File: config.mk
export PLATFORM = sky130hd
export DESIGN_NAME = board_render_ctrl_flat
export DESIGN_NICKNAME = d
export VERILOG_FILES = /design/src/rtl/board_render_ctrl_if.sv /design/src/rtl/board_render_ctrl.sv /design/src/flat_wrapper.sv
export SDC_FILE = /design/constraint.sdc
export NUM_CORES = 1
export LEC_CHECK = 0
export ABC_AREA = 0
export BUFFER_PORTS_ARGS = -buffer_cell sky130_fd_sc_hd__buf_2
export CAP_MARGIN = 20
export CORE_ASPECT_RATIO = 1.2
export CORE_MARGIN = 1.5
export CORE_UTILIZATION = 53
export DETAILED_ROUTE_END_ITERATION = 12
export PLACE_DENSITY = 0.87
export SYNTH_ARGS = -nofsm -noshare
export SYNTH_HDL_FRONTEND = slang
export SYNTH_SLANG_ARGS = --single-unit
File: constraint.sdc
create_clock -name clk -period 8 [get_ports clk]
set_input_delay 2.4 -clock clk [delete_from_list [all_inputs] [get_ports clk]]
set_output_delay 2.4 -clock clk [all_outputs]
set_load 0.02 [all_outputs]
File: src/rtl/board_render_ctrl_if.sv
// Move-request handshake between the game logic (master) and board_render_ctrl (slave).
interface board_render_ctrl_if;
  logic       mv_valid;
  logic [3:0] mv_cell;
  logic       mv_ready;
  logic       mv_err;

  modport master (output mv_valid, output mv_cell, input mv_ready, input mv_err);
  modport slave  (input mv_valid, input mv_cell, output mv_ready, output mv_err);
endinterface

File: src/rtl/board_render_ctrl.sv
// Tic-tac-toe board state plus a 2-stage pixel pipeline that drives the 80x80 shape ROMs.
// Optional macro CURSOR_HILITE_EN adds cursor_cell_i and inverts the highlighted cell.
module board_render_ctrl #(
  parameter int BOARD_X0 = 200,
  parameter int BOARD_Y0 = 120
) (
  input  logic                 clk,
  input  logic                 rst_n,
  input  logic [9:0]           pix_x_i,
  input  logic [9:0]           pix_y_i,
  input  logic                 pix_valid_i,
  input  logic                 frame_start_i,
  input  logic                 game_clr_i,
  board_render_ctrl_if.slave   mv,
  output logic [1:0]           rom_sel_o,
  output logic [6:0]           rom_row_o,
  input  logic [79:0]          rom_data_i,
  output logic                 pix_on_o,
  output logic                 pix_out_valid_o,
  output logic                 turn_o,
  output logic [17:0]          board_o
`ifdef CURSOR_HILITE_EN
  ,
  input  logic [3:0]           cursor_cell_i
`endif
);

  // Cell size is tied to the ROM geometry, so it is not overridable.
  localparam int CELL = 80;

  localparam logic [9:0] X_LO = 10'(BOARD_X0);
  localparam logic [9:0] X_HI = 10'(BOARD_X0 + 3 * CELL);
  localparam logic [9:0] Y_LO = 10'(BOARD_Y0);
  localparam logic [9:0] Y_HI = 10'(BOARD_Y0 + 3 * CELL);

  localparam logic [1:0] ST_IDLE   = 2'd0;
  localparam logic [1:0] ST_PEND   = 2'd1;
  localparam logic [1:0] ST_COMMIT = 2'd2;

  localparam logic [1:0] CODE_EMPTY = 2'b00;
  localparam logic [1:0] CODE_X     = 2'b01;
  localparam logic [1:0] CODE_O     = 2'b10;
  localparam logic [1:0] SEL_NONE   = 2'b11;

  function automatic logic [1:0] seg_idx(input logic [9:0] d);
    if (d < 10'(CELL))
      return 2'd0;
    else if (d < 10'(2 * CELL))
      return 2'd1;
    return 2'd2;
  endfunction

  function automatic logic [6:0] seg_off(input logic [9:0] d, input logic [1:0] idx);
    logic [9:0] base;
    case (idx)
      2'd0:    base = 10'd0;
      2'd1:    base = 10'(CELL);
      default: base = 10'(2 * CELL);
    endcase
    return 7'(d - base);
  endfunction

  function automatic logic [1:0] cell_code(input logic [17:0] b, input logic [3:0] c);
    logic [1:0] code;
    code = CODE_EMPTY;
    for (int n = 0; n < 9; n++)
      if (c == 4'(n))
        code = b[2*n +: 2];
    return code;
  endfunction

  // ---------------------------------------------------------------- move FSM
  logic [1:0]  state_q, state_d;
  logic [3:0]  pcell_q, pcell_d;
  logic [17:0] board_q, board_d;
  logic        turn_q, turn_d;
  logic        err_q, err_d;
  logic        clr_now;

  assign clr_now = frame_start_i && game_clr_i;

  always_comb begin
    state_d = state_q;
    pcell_d = pcell_q;
    board_d = board_q;
    turn_d  = turn_q;
    err_d   = 1'b0;
    if (clr_now) begin
      // Clearing wins over any pending or committing move and never reports an error.
      board_d = '0;
      turn_d  = 1'b0;
      state_d = ST_IDLE;
    end else begin
      case (state_q)
        ST_IDLE: begin
          if (mv.mv_valid) begin
            if (mv.mv_cell > 4'd8 || cell_code(board_q, mv.mv_cell) != CODE_EMPTY) begin
              err_d = 1'b1;
            end else begin
              pcell_d = mv.mv_cell;
              state_d = ST_PEND;
            end
          end
        end
        ST_PEND: begin
          if (frame_start_i)
            state_d = ST_COMMIT;
        end
        ST_COMMIT: begin
          for (int n = 0; n < 9; n++)
            if (pcell_q == 4'(n))
              board_d[2*n +: 2] = turn_q ? CODE_O : CODE_X;
          turn_d  = ~turn_q;
          state_d = ST_IDLE;
        end
        default: state_d = ST_IDLE;
      endcase
    end
  end

  always_ff @(posedge clk or negedge rst_n) begin
    if (!rst_n) begin
      state_q <= ST_IDLE;
      pcell_q <= '0;
      board_q <= '0;
      turn_q  <= 1'b0;
      err_q   <= 1'b0;
    end else begin
      state_q <= state_d;
      pcell_q <= pcell_d;
      board_q <= board_d;
      turn_q  <= turn_d;
      err_q   <= err_d;
    end
  end

  assign mv.mv_ready = (state_q == ST_IDLE);
  assign mv.mv_err   = err_q;
  assign board_o     = board_q;
  assign turn_o      = turn_q;

  // ---------------------------------------------------------------- stage 1: locate pixel
  logic [9:0] dx_p0, dy_p0;
  logic       inb_p1_d, inb_p1_q;
  logic [1:0] col_p1_d, col_p1_q;
  logic [1:0] row_p1_d, row_p1_q;
  logic [6:0] offx_p1_d, offx_p1_q;
  logic [6:0] offy_p1_d, offy_p1_q;
  logic       vld_p1_q;
  logic [3:0] cell_p1;

  assign dx_p0 = pix_x_i - X_LO;
  assign dy_p0 = pix_y_i - Y_LO;

  always_comb begin
    inb_p1_d  = pix_valid_i &&
                pix_x_i >= X_LO && pix_x_i < X_HI &&
                pix_y_i >= Y_LO && pix_y_i < Y_HI;
    col_p1_d  = 2'd0;
    row_p1_d  = 2'd0;
    offx_p1_d = 7'd0;
    offy_p1_d = 7'd0;
    // Outside the board the position registers are parked at zero.
    if (inb_p1_d) begin
      col_p1_d  = seg_idx(dx_p0);
      row_p1_d  = seg_idx(dy_p0);
      offx_p1_d = seg_off(dx_p0, col_p1_d);
      offy_p1_d = seg_off(dy_p0, row_p1_d);
    end
  end

  always_ff @(posedge clk or negedge rst_n) begin
    if (!rst_n) begin
      inb_p1_q  <= 1'b0;
      col_p1_q  <= '0;
      row_p1_q  <= '0;
      offx_p1_q <= '0;
      offy_p1_q <= '0;
      vld_p1_q  <= 1'b0;
    end else begin
      inb_p1_q  <= inb_p1_d;
      col_p1_q  <= col_p1_d;
      row_p1_q  <= row_p1_d;
      offx_p1_q <= offx_p1_d;
      offy_p1_q <= offy_p1_d;
      vld_p1_q  <= pix_valid_i;
    end
  end

`ifdef CURSOR_HILITE_EN
  logic [3:0] cur_p1_q;
  always_ff @(posedge clk or negedge rst_n) begin
    if (!rst_n)
      cur_p1_q <= '0;
    else
      cur_p1_q <= cursor_cell_i;
  end
`endif

  assign cell_p1   = ({2'b00, row_p1_q} * 4'd3) + {2'b00, col_p1_q};
  assign rom_sel_o = inb_p1_q ? cell_code(board_q, cell_p1) : SEL_NONE;
  assign rom_row_o = offy_p1_q;

  // ---------------------------------------------------------------- stage 2: pixel bit
  logic [6:0] bit_idx_p1;
  logic       rom_bit_p1;
  logic       hl_p1;
  logic       pix_on_p2_q;
  logic       vld_p2_q;

  assign bit_idx_p1 = 7'd79 - offx_p1_q;
  assign rom_bit_p1 = rom_data_i[bit_idx_p1];
`ifdef CURSOR_HILITE_EN
  assign hl_p1 = (cur_p1_q <= 4'd8) && (cur_p1_q == cell_p1);
`else
  assign hl_p1 = 1'b0;
`endif

  always_ff @(posedge clk or negedge rst_n) begin
    if (!rst_n) begin
      pix_on_p2_q <= 1'b0;
      vld_p2_q    <= 1'b0;
    end else begin
      pix_on_p2_q <= inb_p1_q && (rom_bit_p1 ^ hl_p1);
      vld_p2_q    <= vld_p1_q;
    end
  end

  assign pix_on_o        = pix_on_p2_q;
  assign pix_out_valid_o = vld_p2_q;

endmodule

File: src/flat_wrapper.sv
// flat-port wrapper written by rule: the top's interface ports become plain ports
module board_render_ctrl_flat 
#(
  parameter int BOARD_X0 = 200,
  parameter int BOARD_Y0 = 120
)
  (clk, rst_n, pix_x_i, pix_y_i, pix_valid_i, frame_start_i, game_clr_i, rom_sel_o, rom_row_o, rom_data_i, pix_on_o, pix_out_valid_o, turn_o, board_o, mv_mv_valid, mv_mv_cell, mv_mv_ready, mv_mv_err);
  board_render_ctrl_if mv_i ();
  input  logic clk;
  input  logic rst_n;
  input  logic [9:0] pix_x_i;
  input  logic [9:0] pix_y_i;
  input  logic pix_valid_i;
  input  logic frame_start_i;
  input  logic game_clr_i;
  output logic [1:0] rom_sel_o;
  output logic [6:0] rom_row_o;
  input  logic [79:0] rom_data_i;
  output logic pix_on_o;
  output logic pix_out_valid_o;
  output logic turn_o;
  output logic [17:0] board_o;
  input wire logic [$bits(mv_i.mv_valid)-1:0] mv_mv_valid;
  input wire logic [$bits(mv_i.mv_cell)-1:0] mv_mv_cell;
  output wire logic [$bits(mv_i.mv_ready)-1:0] mv_mv_ready;
  output wire logic [$bits(mv_i.mv_err)-1:0] mv_mv_err;
  assign mv_i.mv_valid = mv_mv_valid;
  assign mv_i.mv_cell = mv_mv_cell;
  assign mv_mv_ready = mv_i.mv_ready;
  assign mv_mv_err = mv_i.mv_err;
  board_render_ctrl #(.BOARD_X0(BOARD_X0), .BOARD_Y0(BOARD_Y0)) u_core (.clk(clk), .rst_n(rst_n), .pix_x_i(pix_x_i), .pix_y_i(pix_y_i), .pix_valid_i(pix_valid_i), .frame_start_i(frame_start_i), .game_clr_i(game_clr_i), .mv(mv_i), .rom_sel_o(rom_sel_o), .rom_row_o(rom_row_o), .rom_data_i(rom_data_i), .pix_on_o(pix_on_o), .pix_out_valid_o(pix_out_valid_o), .turn_o(turn_o), .board_o(board_o));
endmodule
Word-level counts from Yosys, hierarchy flattened
Cells that the tools add are included.
{ "word_totals": {"memories": 0, "rom_bits": 0, "ram_bits": 0, "latch_bits": 0, "elab_cells": 176, "out_inout_bits": 32, "reg_bits": 48, "in_bits": 110} }
{ "classes": {"shift": 0, "eq_ne": 31, "mux": 69, "bitwise_logic": 3, "mul": 1, "magnitude_cmp": 10, "n_addsub": 6, "div_mod_pow": 0, "n_reduce_logical": 35} }
{ "ops": {"columns": ["op", "count"], "rows": [
  ["2-bit two-way mux", 46],
  ["4-bit by 3-bit == test with 1-bit output, second input constant", 12],
  ["18-bit two-way mux", 2],
  ["7-bit two-way mux", 4],
  ["7-bit one-hot mux with 2 select lines", 2],
  ["4-bit by 2-bit == test with 1-bit output, second input constant", 6],
  ["2-bit nonzero test", 11],
  ["10-bit by 7-bit < comparator with 1-bit output, second input constant", 2],
  ["10-bit by 8-bit < comparator with 1-bit output, second input constant", 2],
  ["10-bit by 9-bit < comparator with 1-bit output, second input constant", 2],
  ["2-bit AND reduction", 9],
  ["7-bit subtractor", 2],
  ["1-bit two-way mux", 13],
  ["4-bit by 1-bit == test with 1-bit output, second input constant", 3],
  ["4-bit == test, second input constant", 3],
  ["4-bit logical NOT", 3],
  ["10-bit by 7-bit >= comparator with 1-bit output, second input constant", 1],
  ["10-bit by 8-bit >= comparator with 1-bit output, second input constant", 1],
  ["10-bit by 7-bit subtractor with 10-bit output, second input constant", 1],
  ["10-bit by 8-bit subtractor with 10-bit output, second input constant", 1],
  ["3-bit by 2-bit inequality test with 1-bit output, second input constant", 3],
  ["7-bit by 8-bit < comparator with 1-bit output, second input constant", 1],
  ["1-bit binary-select mux with 7-bit select", 1],
  ["7-bit subtractor, first input constant", 1],
  ["other kinds (12)", 23]
]} }

Logic depth before layout (Yosys ltp)
{ "depth": {"ltp_word": 19, "ltp_mapped": 13} }

Worst setup path after synthesis
No wires, ideal clock.
{ "synth_timing": {"path_kind": "input-to-reg", "from": "input port pix_x_i[3]", "to": "register u_core.offx_p1_q[6]", "stages": 13, "required_time_ps": 7923, "slack_ps": 3231, "arrival_time_ps": 4692, "path_buffers": 0, "path_cell_list": "inv_1 ha_1 nand2b_1 a21oi_1 a31oi_1 o311ai_1 nor2_1 ha_1 fa_1 xor2_1 xnor2_1 or3_1 a21oi_1"} }
{ "synth_between": {"elab_chain_len": 12, "elab_cells_between_ends": 21, "cone_classes": "2 x add/sub; 4 x order compare; 1 x eq/ne; 9 x mux; 5 x reduce/logical"} }
{ "synth_rtl": {"columns": ["item", "line_no", "source"], "rows": [
  ["from (decl)", "flat_wrapper.sv:11", "input logic [9:0] pix_x_i;"],
  ["10-bit by 8-bit subtractor with 10-bit output", "board_render_ctrl.sv:152", "assign dx_p0 = pix_x_i - X_LO;"],
  ["10-bit by 8-bit < comparator with 1-bit output", "board_render_ctrl.sv:48", "else if (d < 10'(2 * CELL))"],
  ["1-bit two-way mux", "board_render_ctrl.sv:48", null],
  ["1-bit two-way mux", "board_render_ctrl.sv:46", "if (d < 10'(CELL))"],
  ["1-bit two-way mux", "board_render_ctrl.sv:164", "if (inb_p1_d) begin"],
  ["2-bit two-way mux", "board_render_ctrl.sv:50", "return 2'd2;"],
  ["2-bit two-way mux", "board_render_ctrl.sv:164", null],
  ["2-bit by 1-bit == test with 1-bit output / 2-bit logical NOT (equally long branches)", "board_render_ctrl.sv:55", "case (idx)"],
  ["7-bit one-hot mux with 2 select lines", "board_render_ctrl.sv:55", null],
  ["7-bit two-way mux", "board_render_ctrl.sv:164", null],
  ["7-bit subtractor", "board_render_ctrl.sv:60", "return 7'(d - base);"],
  ["7-bit two-way mux *", "board_render_ctrl.sv:164", null],
  ["via u_core.offx_p1_d[6]", "board_render_ctrl.sv:147", "logic [6:0] offx_p1_d, offx_p1_q;"],
  ["to (signal assigned)", "board_render_ctrl.sv:184", "offx_p1_q <= offx_p1_d;"],
  ["to (decl)", "board_render_ctrl.sv:147", null]
]} }
The timed path passes the listed nets; every way through them passes the cells marked *. The select of a mux whose other input is x is not followed.
A chain may end at the register's enable or synchronous reset.

Final worst setup path
{ "layout_timing": {"from": "register u_core.row_p1_q[0]", "to": "output port rom_sel_o[1]"} }
{ "layout_between": {"elab_chain_len": 13, "elab_cells_between_ends": 21, "cone_classes": "1 x add/sub; 1 x mul; 8 x eq/ne; 10 x mux; 1 x reduce/logical"} }
{ "layout_rtl": {"columns": ["item", "line_no", "source"], "rows": [
  ["from (decl)", "board_render_ctrl.sv:146", "logic [1:0] row_p1_d, row_p1_q;"],
  ["from (signal assigned)", "board_render_ctrl.sv:183", "row_p1_q <= row_p1_d;"],
  ["2-bit by 2-bit multiplier with 4-bit output *", "board_render_ctrl.sv:200", "assign cell_p1 = ({2'b00, row_p1_q} * 4'd3) + {2'b00, col_p1_q};"],
  ["4-bit by 2-bit adder with 4-bit output *", "board_render_ctrl.sv:200", null],
  ["4-bit logical NOT", "board_render_ctrl.sv:67", "if (c == 4'(n))"],
  ["2-bit two-way mux (8 in series)", "board_render_ctrl.sv:67", null],
  ["2-bit two-way mux *", "board_render_ctrl.sv:67", null],
  ["2-bit two-way mux *", "board_render_ctrl.sv:201", "assign rom_sel_o = inb_p1_q ? cell_code(board_q, cell_p1) : SEL_NONE;"],
  ["to (decl)", "flat_wrapper.sv:16", "output logic [1:0] rom_sel_o;"]
]} }
Every way passes the cells marked *; elsewhere a longest branch is shown, timed or not.

==> flow_summary.json <==
{
  "status": "finished clean",
  "final_nets": 593,
  "synth-edff-count": 0,
  "fin_crit_sh_pct": 64.8,
  "slew_viol_final": 0,
  "yosysMostFrequentCell": "dfrtp_1",
  "antenna_cells": 0,
  "drive_gt1_share_pct": 38.0,
  "wl_mm": 8.93,
  "maxCapViolCount": 0,
  "synth_area_leaders": "dfrtp_1, mux4_2, mux4_1",
  "endpoint_kind": "primary output",
  "gp_congestion": 0.922,
  "die_w_um": 76.7,
  "grt_pass1_vias": 3104,
  "top_level_ports": 142,
  "tightestPinTransition_ns": 0.971,
  "ys_warn_count": 0,
  "synth_nets": 464,
  "grt_remaining_overflow": 0,
  "ctsResizeCount": 0,
  "syn_area_mm2": 0.00345,
  "fill_cells": 525,
  "ys_seq_area_share_pct": 34.8,
  "ff_latch_area_mm2": 0.00120,
  "rsz0062_at_grt": "false",
  "antenna_found_initial": 0,
  "hpwlAfterDp_mm": 7.10,
  "syn2layout_area_growth_pct": 23.7,
  "vias_per_cell": 5.77,
  "cts.path.max_buffers": 2,
  "ys.flop_type": "dfrtp_1",
  "grt_max_degree": 49,
  "hold_viol": 0,
  "max_stage_delay_ns": 0.52,
  "clk_latency_ns": 0.30,
  "netlist_top_cells_count": "dfrtp_1, nand2_1, nor2_1, a21oi_1, inv_1",
  "fmax_mhz": 193,
  "peakVddDrop_v": 0.0000797,
  "start_util_pct": 54.2,
  "die-area_mm2": 0.00701,
  "rows": 32,
  "core_mm2": 0.00637,
  "synth_cell_types": 52,
  "crit_type": "reg -> out",
  "total_leakage_power_nw": 1.99,
  "htree_levels": 2,
  "wl_per_cell_um": 16.1,
  "hold_path.class": "reg -> reg",
  "async_reset_ff_share_pct": 100,
  "yosysTopAreaCell": "dfrtp_1",
  "postRouteAntennaNets": 0,
  "die_h_um": 91.4,
  "slowest_stage": "fa_1",
  "cts_tree": "yes",
  "crit_fanout": 3,
  "power_uw": 547,
  "start_kind": "register",
  "synth-seq-cells": 48,
  "cts_root_buffer": "clkbuf_8",
  "finalClockSkew_ns": 0.0126,
  "cp.arrival_ns": 2.78,
  "power_density_mw_per_mm2": 128,
  "firstDrtPassIters": 4,
  "finalSetupTns_ns": 0,
  "numPortBuffers": 141,
  "vias": 3210,
  "cts_sinks": 48,
  "drt_iter0_markers": 116,
  "drc": 0,
  "finalSetupViolations": 0,
  "cts_hold_buf": 0,
  "syn_area_per_cell_um2": 10.1,
  "cts_setup_buffers": 0,
  "multi_input_area_mm2": 0.00208,
  "relSlewSlack_pct": 35.3,
  "synth_cells": 342,
  "netlist.area_leader.share_pct": 34.8,
  "track_usage_pct": 25.2,
  "clk_pin_slew_ns": 0.08,
  "min_period_ns": 5.18,
  "grt_first_pass_wirelength_mm": 14.1,
  "cp_cell_sequence": "inv_1, fa_1, inv_1, ha_1, fa_1, nor4b_1, nand2_1, o211ai_1, buf_2",
  "required_ns": 5.60,
  "cts_buffers": 5
}
[cell families after synthesis]
group | count (synthesis) | share of synthesized area (%)
AND/OR/NAND/NOR | 126 | 19.0
AO/OA/AOI/OAI | 69 | 13.6
flip-flops | 48 | 34.8
buffers and inverters | 38 | 4.82
multiplexers | 38 | 19.9
adder cells (fa/ha/maj) | 12 | 5.22
XOR/XNOR | 11 | 2.79
[path summary, 6_finish.rpt]
path                                               startpoint                               end  slack, ns  depth (start not counted)
max in group asynchronous                               rst_n     u_core.offx_p1_q[3]$_DFF_PN0_       5.62                          2
worst min-delay path                u_core.vld_p1_q$_DFF_PN0_  u_core.pix_out_valid_o$_DFF_PN0_       0.36                          0
worst min register to register      u_core.vld_p1_q$_DFF_PN0_  u_core.pix_out_valid_o$_DFF_PN0_       0.36                          0
min in group asynchronous                               rst_n     u_core.state_q[0]$_DFFE_PN0P_       1.92                          1
worst max-delay path             u_core.row_p1_q[0]$_DFF_PN0_                      rom_sel_o[1]       2.82                          9
worst max register to register  u_core.offx_p1_q[1]$_DFF_PN0_         u_core.pix_on_o$_DFF_PN0_       5.61                          6
[through the flow]
step           worst slack, ns  hold WS [ns]  instance area (µm²)  util [%]  std cells
3_5_place_dp              2.82         0.340                 4160      65.4        547
4_1_cts                   2.82         0.359                 4240      66.6        554
3_3_place_gp              2.95         0.333                 4160      65.4        547
6_report                  2.82         0.361                 4270      67.1        556
5_1_grt                   2.59         0.379                 4270      67.1        556
2_1_floorplan             3.23         0.331                 3450         -        342
[metal layers]
| metal | share of wire [%] | wire length, µm | track usage (%) | up-vias |
|---|---|---|---|---|
| li1 | - | - | - | 1518 |
| met1 | 39 | 3450 | 30.6 | 1543 |
| met2 | 53 | 4770 | 45.2 | 130 |
| met4 | 2.3 | 208 | 8.18 | 0 |
| met5 | 0 | 0 | 0 | - |
| met3 | 5.6 | 504 | 3.92 | 19 |
[final cells by class]
class	instances	area share [%]
multi-input combinational	256	48.8
sequential	48	28.1
timing repair buffer	143	17.2
tap	85	2.49
clock buffer	5	1.61
inverter	17	1.49
clock inverter	2	0.293
[where the power goes]
| part | internal, mW | switching [mW] |
|---|---|---|
| registers | 0.254 | 0.0191 |
| clock network | 0.0593 | 0.0785 |
| logic | 0.0651 | 0.0703 |
| total | 0.379 | 0.168 |
[sequential cells by signal (all words and copies together), names as in the netlist]
signal and flops:
u_core.board_o 18, u_core.offx_p1_q 7, u_core.rom_row_o 7, u_core.pcell_q 4, u_core.col_p1_q 2, u_core.row_p1_q 2
u_core.state_q 2, u_core.inb_p1_q 1, u_core.mv.mv_err 1, u_core.pix_on_o 1, u_core.pix_out_valid_o 1, u_core.turn_o 1
u_core.vld_p1_q 1
[placed cells by master, fill, tap and decap left out, drive strengths merged, types with 2 or more instances in the layout]
cell | synthesis | final
o31ai | 3 | 3
mux4 | 22 | 22
buf | 13 | 143
nor2 | 31 | 31
mux2 | 6 | 6
a21oi | 20 | 20
nand3 | 11 | 11
o2111ai | 2 | 2
a311oi | 6 | 6
xor2 | 5 | 5
nand3b | 5 | 5
o21ai | 11 | 11
and2 | 6 | 6
nor3b | 9 | 9
xnor2 | 6 | 6
nand2 | 33 | 33
nand2b | 2 | 2
or2 | 3 | 3
dfrtp | 48 | 48
a41oi | 2 | 2
ha | 8 | 8
o211ai | 3 | 3
a211oi | 4 | 4
o31a | 3 | 3
clkbuf | 8 | 5
mux2i | 10 | 10
inv | 17 | 17
nor3 | 10 | 10
fa | 4 | 4
a31oi | 7 | 7
nor2b | 7 | 7
o311ai | 3 | 3
[critical path: cells and delay by family, from the launching register on]
kind                     cells  cell delay (ns)
adder cells (fa/ha/maj)      3             1.21
AND/OR/NAND/NOR              2             0.48
flip-flops                   1             0.37
buffers and inverters        3             0.31
AO/OA/AOI/OAI                1             0.10
(Power assumes the default switching activity.)
